### config.mk
export PLATFORM = sky130hd
export DESIGN_NAME = neopx_frame_sequencer
export DESIGN_NICKNAME = d
export VERILOG_FILES = /design/src/rtl/neopx_pkg.sv /design/src/rtl/neopx_pixel_bank.sv /design/src/rtl/neopx_frame_sequencer.sv
export SDC_FILE = /design/constraint.sdc
export NUM_CORES = 1
export LEC_CHECK = 0
export CAP_MARGIN = 10
export CORE_UTILIZATION = 53
export CTS_CLUSTER_SIZE = 25
export DETAILED_ROUTE_END_ITERATION = 10
export GPL_ROUTABILITY_DRIVEN = 0
export PLACE_DENSITY = 0.74
export REMOVE_ABC_BUFFERS = 1
export SLEW_MARGIN = 20
export SYNTH_ARGS = -nofsm -noshare
export SYNTH_HDL_FRONTEND = slang
export SYNTH_SLANG_ARGS = --single-unit
### constraint.sdc
create_clock -name axi_clk -period 3.2 [get_ports axi_clk]
set_input_delay 0.8 -clock axi_clk [delete_from_list [all_inputs] [get_ports axi_clk]]
set_output_delay 0.8 -clock axi_clk [all_outputs]
set_load 0.01 [all_outputs]
### src/rtl/neopx_pkg.sv
// -----------------------------------------------------------------------------
// neopx_pkg
//   Shared types and constants for the NeoPixel frame sequencer.
//   - state_t        : frame sequencer FSM states (3-bit encoding, IDLE..LATCH)
//   - PIXEL_W        : width of one GRB pixel word
//   - DEFAULT_*      : latch gap / refresh period at 72 MHz
//   - cnt_width()    : counter width able to hold 0..n-1 (never below 1 bit)
// -----------------------------------------------------------------------------
package neopx_pkg;

    localparam int PIXEL_W                = 24;
    localparam int DEFAULT_LATCH_CYCLES   = 21600;    // 300 us at 72 MHz
    localparam int DEFAULT_REFRESH_CYCLES = 1200000;  // 60 Hz at 72 MHz

    typedef enum logic [2:0] {
        ST_IDLE    = 3'd0,
        ST_FETCH   = 3'd1,
        ST_PRESENT = 3'd2,
        ST_DRAIN   = 3'd3,
        ST_LATCH   = 3'd4
    } state_t;

    function automatic int cnt_width(input int n);
        return (n > 1) ? $clog2(n) : 1;
    endfunction

endpackage

### src/rtl/neopx_pixel_bank.sv
// -----------------------------------------------------------------------------
// neopx_pixel_bank
//   Double-buffered pixel store: 2 banks x NUM_PIXELS x PIXEL_W, simple
//   dual-port. One write port (host side, back bank) and one registered read
//   port (sequencer side, front bank). The caller chooses the bank per port.
// Ports
//   axi_clk, axi_reset : clock, synchronous active-high reset (read register only)
//   wr_en/wr_bank/wr_addr/wr_data : write port; addresses >= NUM_PIXELS dropped
//   rd_en/rd_bank/rd_addr         : read request, data valid the next cycle
//   rd_data                       : registered read data, holds between reads
// -----------------------------------------------------------------------------
module neopx_pixel_bank
    import neopx_pkg::*;
#(
    parameter int NUM_PIXELS = 8,
    parameter int ADDR_W     = 3
) (
    input  logic                axi_clk,
    input  logic                axi_reset,
    input  logic                wr_en,
    input  logic                wr_bank,
    input  logic [ADDR_W-1:0]   wr_addr,
    input  logic [PIXEL_W-1:0]  wr_data,
    input  logic                rd_en,
    input  logic                rd_bank,
    input  logic [ADDR_W-1:0]   rd_addr,
    output logic [PIXEL_W-1:0]  rd_data
);

    localparam int              DEPTH     = 2 * NUM_PIXELS;
    localparam int              IDX_W     = cnt_width(DEPTH);
    localparam logic [ADDR_W:0] PIX_COUNT = (ADDR_W + 1)'(NUM_PIXELS);

    logic [PIXEL_W-1:0] mem [DEPTH];
    logic               wr_ok;

    // Bank b occupies entries b*NUM_PIXELS .. b*NUM_PIXELS+NUM_PIXELS-1.
    function automatic logic [IDX_W-1:0] flat_idx(input logic bank,
                                                  input logic [ADDR_W-1:0] addr);
        return (bank ? IDX_W'(NUM_PIXELS) : '0) + IDX_W'(addr);
    endfunction

    assign wr_ok = wr_en && ({1'b0, wr_addr} < PIX_COUNT);

    // NOTE: sequential state is written with <= so every flop samples the
    // pre-edge values; the array itself has no reset so it maps onto RAM.
    always_ff @(posedge axi_clk) begin
        if (wr_ok) begin
            mem[flat_idx(wr_bank, wr_addr)] <= wr_data;
        end
    end

    always_ff @(posedge axi_clk) begin
        if (axi_reset) begin
            rd_data <= '0;
        end else if (rd_en) begin
            rd_data <= mem[flat_idx(rd_bank, rd_addr)];
        end
    end

endmodule

### src/rtl/neopx_frame_sequencer.sv
// -----------------------------------------------------------------------------
// neopx_frame_sequencer
//   Frame scheduler in front of the WS2812 serializer (sendPx). Streams
//   NUM_PIXELS GRB words from the front bank over an AXIS-style master, waits
//   for the serializer to drain, then holds the latch gap. Frames start on a
//   host trigger or a periodic refresh timer; host writes go to the back bank
//   and a commit swaps banks at the next frame start.
// Ports
//   axi_clk, axi_reset          : clock, synchronous active-high reset
//   i_wr_en/i_wr_addr/i_wr_data : back-bank pixel write
//   i_commit                    : request bank swap at next frame start
//   i_trigger                   : request one frame
//   i_auto_en                   : enable periodic refresh
//   m_axis_data/valid/ready     : pixel stream to sendPx
//   o_busy                      : any state other than IDLE
//   o_frame_done                : one-cycle pulse on LATCH -> IDLE
//   o_commit_pending            : commit requested, swap not yet taken
//   o_debug                     : {m_axis_ready, state}
// -----------------------------------------------------------------------------
module neopx_frame_sequencer
    import neopx_pkg::*;
#(
    parameter int NUM_PIXELS     = 8,
    parameter int ADDR_W         = 3,
    parameter int LATCH_CYCLES   = DEFAULT_LATCH_CYCLES,
    parameter int REFRESH_CYCLES = DEFAULT_REFRESH_CYCLES
) (
    input  logic                axi_clk,
    input  logic                axi_reset,
    input  logic                i_wr_en,
    input  logic [ADDR_W-1:0]   i_wr_addr,
    input  logic [PIXEL_W-1:0]  i_wr_data,
    input  logic                i_commit,
    input  logic                i_trigger,
    input  logic                i_auto_en,
    output logic [PIXEL_W-1:0]  m_axis_data,
    output logic                m_axis_valid,
    input  logic                m_axis_ready,
    output logic                o_busy,
    output logic                o_frame_done,
    output logic                o_commit_pending,
    output logic [3:0]          o_debug
);

    localparam int                LAT_W    = cnt_width(LATCH_CYCLES);
    localparam int                TMR_W    = cnt_width(REFRESH_CYCLES);
    localparam logic [ADDR_W-1:0] LAST_IDX = ADDR_W'(NUM_PIXELS - 1);
    localparam logic [LAT_W-1:0]  LAT_LAST = LAT_W'(LATCH_CYCLES - 1);
    localparam logic [TMR_W-1:0]  TMR_LAST = TMR_W'(REFRESH_CYCLES - 1);

    state_t             state, state_nx;
    logic [ADDR_W-1:0]  idx;
    logic [LAT_W-1:0]   lat_cnt;
    logic [TMR_W-1:0]   timer;
    logic               req;
    logic               pending;
    logic               front;
    logic               rd_en;
    logic               handshake;
    logic               refresh_hit;
    logic               frame_start;

    assign handshake   = m_axis_valid && m_axis_ready;
    assign refresh_hit = i_auto_en && (timer == TMR_LAST);
    assign frame_start = (state == ST_IDLE) && req;

    assign o_busy           = (state != ST_IDLE);
    assign o_commit_pending = pending;
    assign o_debug          = {m_axis_ready, state};

    // ---------------------------------------------------------------- FSM
    always_ff @(posedge axi_clk) begin
        if (axi_reset) begin
            state <= ST_IDLE;
        end else begin
            state <= state_nx;
        end
    end

    // NOTE: every output of this block gets a default before the case so no
    // path leaves a value unassigned and no latch is inferred.
    always_comb begin
        state_nx     = state;
        m_axis_valid = 1'b0;
        o_frame_done = 1'b0;
        rd_en        = 1'b0;
        case (state)
            ST_IDLE: begin
                if (req) state_nx = ST_FETCH;
            end
            ST_FETCH: begin
                rd_en    = 1'b1;
                state_nx = ST_PRESENT;
            end
            ST_PRESENT: begin
                m_axis_valid = 1'b1;
                if (m_axis_ready) begin
                    state_nx = (idx == LAST_IDX) ? ST_DRAIN : ST_FETCH;
                end
            end
            ST_DRAIN: begin
                // ready returning high means sendPx finished the last pixel
                if (m_axis_ready) state_nx = ST_LATCH;
            end
            ST_LATCH: begin
                if (lat_cnt == LAT_LAST) begin
                    o_frame_done = 1'b1;
                    state_nx     = ST_IDLE;
                end
            end
            default: state_nx = ST_IDLE;
        endcase
    end

    // ------------------------------------------------ counters and flags
    always_ff @(posedge axi_clk) begin
        if (axi_reset) begin
            idx     <= '0;
            lat_cnt <= '0;
            timer   <= '0;
            req     <= 1'b0;
            pending <= 1'b0;
            front   <= 1'b0;
        end else begin
            if (frame_start) begin
                idx <= '0;
            end else if (state == ST_PRESENT && handshake && idx != LAST_IDX) begin
                idx <= idx + 1'b1;
            end

            if (state == ST_DRAIN) begin
                lat_cnt <= '0;
            end else if (state == ST_LATCH && lat_cnt != LAT_LAST) begin
                lat_cnt <= lat_cnt + 1'b1;
            end

            if (!i_auto_en || timer == TMR_LAST) begin
                timer <= '0;
            end else begin
                timer <= timer + 1'b1;
            end

            // A new request in the exit cycle is kept for the following frame.
            if (i_trigger || refresh_hit) begin
                req <= 1'b1;
            end else if (frame_start) begin
                req <= 1'b0;
            end

            // The swap consumes the pending commit; a commit arriving with
            // nothing pending waits for the next frame start.
            if (frame_start && pending) begin
                pending <= 1'b0;
                front   <= ~front;
            end else if (i_commit) begin
                pending <= 1'b1;
            end
        end
    end

    // ---------------------------------------------------------- pixel store
    neopx_pixel_bank #(
        .NUM_PIXELS (NUM_PIXELS),
        .ADDR_W     (ADDR_W)
    ) u_bank (
        .axi_clk   (axi_clk),
        .axi_reset (axi_reset),
        .wr_en     (i_wr_en),
        .wr_bank   (~front),
        .wr_addr   (i_wr_addr),
        .wr_data   (i_wr_data),
        .rd_en     (rd_en),
        .rd_bank   (front),
        .rd_addr   (idx),
        .rd_data   (m_axis_data)
    );

endmodule

==> metrics <==
outcome finished clean; first-pass GRT wire length 55.0 mm; Via density 6.02; Worst setup SP type flop; nets approximately 1,100; crit path from lat_cnt[5]; GRT overflow 0; design area 20,500 µm²; CTS sink count 453; placed cell count 1,415; Finish-stage setup viols 0; Clock Latency Late Sink about 0.57 ns; Die Area 33,700 µm²; Max Cap Viol 0; HP Start timer[0]; CP Capture Type output pin; worst slew pin tran 0.798 ns; H-tree lvl count 2; reg2reg start front; RSZ-0062 raised after global routing false; Layout area overhead 17.0%; fmax 331 MHz; Setup TNS 0 ns; CTS tree yes; routed length per instance 24.1 µm; commonest non-fill, non-tap cell in the layout edfxtp_1; final WL 36.2 mm; vias roughly 9,000; Final Cycle Share between 90% and 100%; Post-Syn Area 17,500 µm²; post-DP HPWL 20.8 mm; layout cells sized above 1 22.1%; Max-slew headroom 46.8%; initial antenna violation count 0; CTS Root Buffer Type clkbuf_16; # diodes 0; clock buffer depth 3; synth warn 0; drc violations 0; ys flop type edfxtp_1; vias in the first global route 9,065; I/O pin count 66; gr usage total 22.3%; worst min-delay path class flop to flop; Hold Vio Cnt, Final 0; peak supply drop 0.000576 V; sequential area share after synthesis 73.9%; Worst Skew 0.0222 ns; Lkg Pwr 6.29 nW; Finished Layout Cells 1,501; core area 32,500 µm²; data required time of the critical path 2.40 ns; cell area after placement 18,900 µm²; Setup CP Type flop to output pin; Fillers 2,264; Starting Density a little over half; Die Y 184 µm; most frequent cells in the layout edfxtp_1, mux4_2, dfxtp_1, clkdlybuf4s50_1, clkbuf_16; DP Worst Slack between 0.3 and 0.4 ns; EDFF count, synth 384; asr flop ratio synth 0%; buffers added on ports 65; # rows 66; clock-pin slew on the worst setup and hold paths 0.06 ns; final worst slack 0.174 ns; first-pass detailed-route iteration total 7; cts bufs inserted 46; Yosys reg bits 453; antenna-violating nets left 0; Netlist cell types 54; largest net degree at the start of global routing 52; Die X 184 µm; minimum clock period just over 3 ns; CP Data Arrival Time 2.23 ns; PD cells 602 nW/µm²; Synth Area per Inst 19.0 µm²; max-slew violations 0; DRT iter0 DRCs 760; crit-path max FO 5; post-synthesis instance total 922
==> power by group <==
group | total (mW) | switching [mW] | internal (mW)
clock | 5.28 | 2.21 | 3.07
sequential | 6.55 | 0.0575 | 6.49
combinational | 0.490 | 0.273 | 0.216
==> metal layers <==
metal / up-vias / wire [µm] / track usage [%] / share of wire [%]
met4: 0 / 610 / 6.07 / 1.7
met3: 42 / 2440 / 4.04 / 6.7
met5: - / 0 / 0 / 0
met2: 355 / 17700 / 35.7 / 49
met1: 4641 / 15400 / 31.6 / 43
li1: 3995 / - / - / -
==> area by class of cell <==
type                       instances  area (µm²)  share of cell area (%)
multi-input combinational        412        4420                    21.6
clock inverter                    14         178                   0.868
clock buffer                      72        1340                    6.55
inverter                           9        33.8                   0.165
sequential                       453       12900                    63.1
tap                              442         553                    2.70
timing repair buffer              99        1010                    4.95
==> state kept, by name, indices dropped and copies added, names as in the netlist <==
name	cells
u_bank.rd_data	24
u_bank.mem	384
req	1
front	1
lat_cnt	15
o_commit_pending	1
timer	21
state	3
idx	3
==> synthesized netlist by cell type (9+ instances only) <==
master	number	area (µm²)
a211oi_1	24	180
a21oi_1	20	100
buf_2	12	60.1
clkbuf_1	29	109
dfxtp_1	69	1380
edfxtp_1	384	11500
inv_1	9	33.8
mux2i_1	29	290
mux4_2	96	2160
nand2_1	17	63.8
nand3_1	14	70.1
nand4_1	11	68.8
nor2_1	41	154
o21bai_1	24	180
o22ai_1	24	150
or3_1	9	56.3
xnor2_1	10	87.6
==> path summary, 6_finish.rpt <==
path	depth (start not counted)	slack, ns	to
max	4	0.17	o_frame_done
min	1	0.48	timer[0]
max reg2reg	3	0.99	u_bank.mem[6][9]
min reg2reg	1	0.48	timer[0]
==> what timing repair did <==
item,CTS,global route
setup endpoints to repair,1,1
gates resized for setup,1,3
buffers inserted,0,0
hold buffers,0,0
hold endpoints to repair,0,0
==> kinds of logic after synthesis <==
family	after synthesis	synth area share [%]
buffers and inverters	57	1.48
muxes	125	14.0
AOI/OAI and AO/OA	113	4.32
DFF	453	73.9
and+or+nand+nor	153	5.18
adders and majority gates	4	0.286
xor gates and xnor gates	17	0.852
==> metrics by stage <==
stage / util (%) / hold slack, ns / power [mW]
finish: 62.9 / 0.477 / 12.3
detailed placement: 58.2 / 0.459 / 7.17
global route: 62.9 / 0.518 / 12.7
floorplan: - / 0.438 / 6.88
global placement: 58.2 / 0.458 / 7.15
CTS: 62.9 / 0.473 / 12.4
==> critical path, cell delays in order (launching register included) <==
cell      delay, ns
dfxtp_1        0.34
or4_4          0.59
or4_4          0.50
nor2_1         0.11
clkbuf_2       0.14
(Power assumes the default switching activity.)
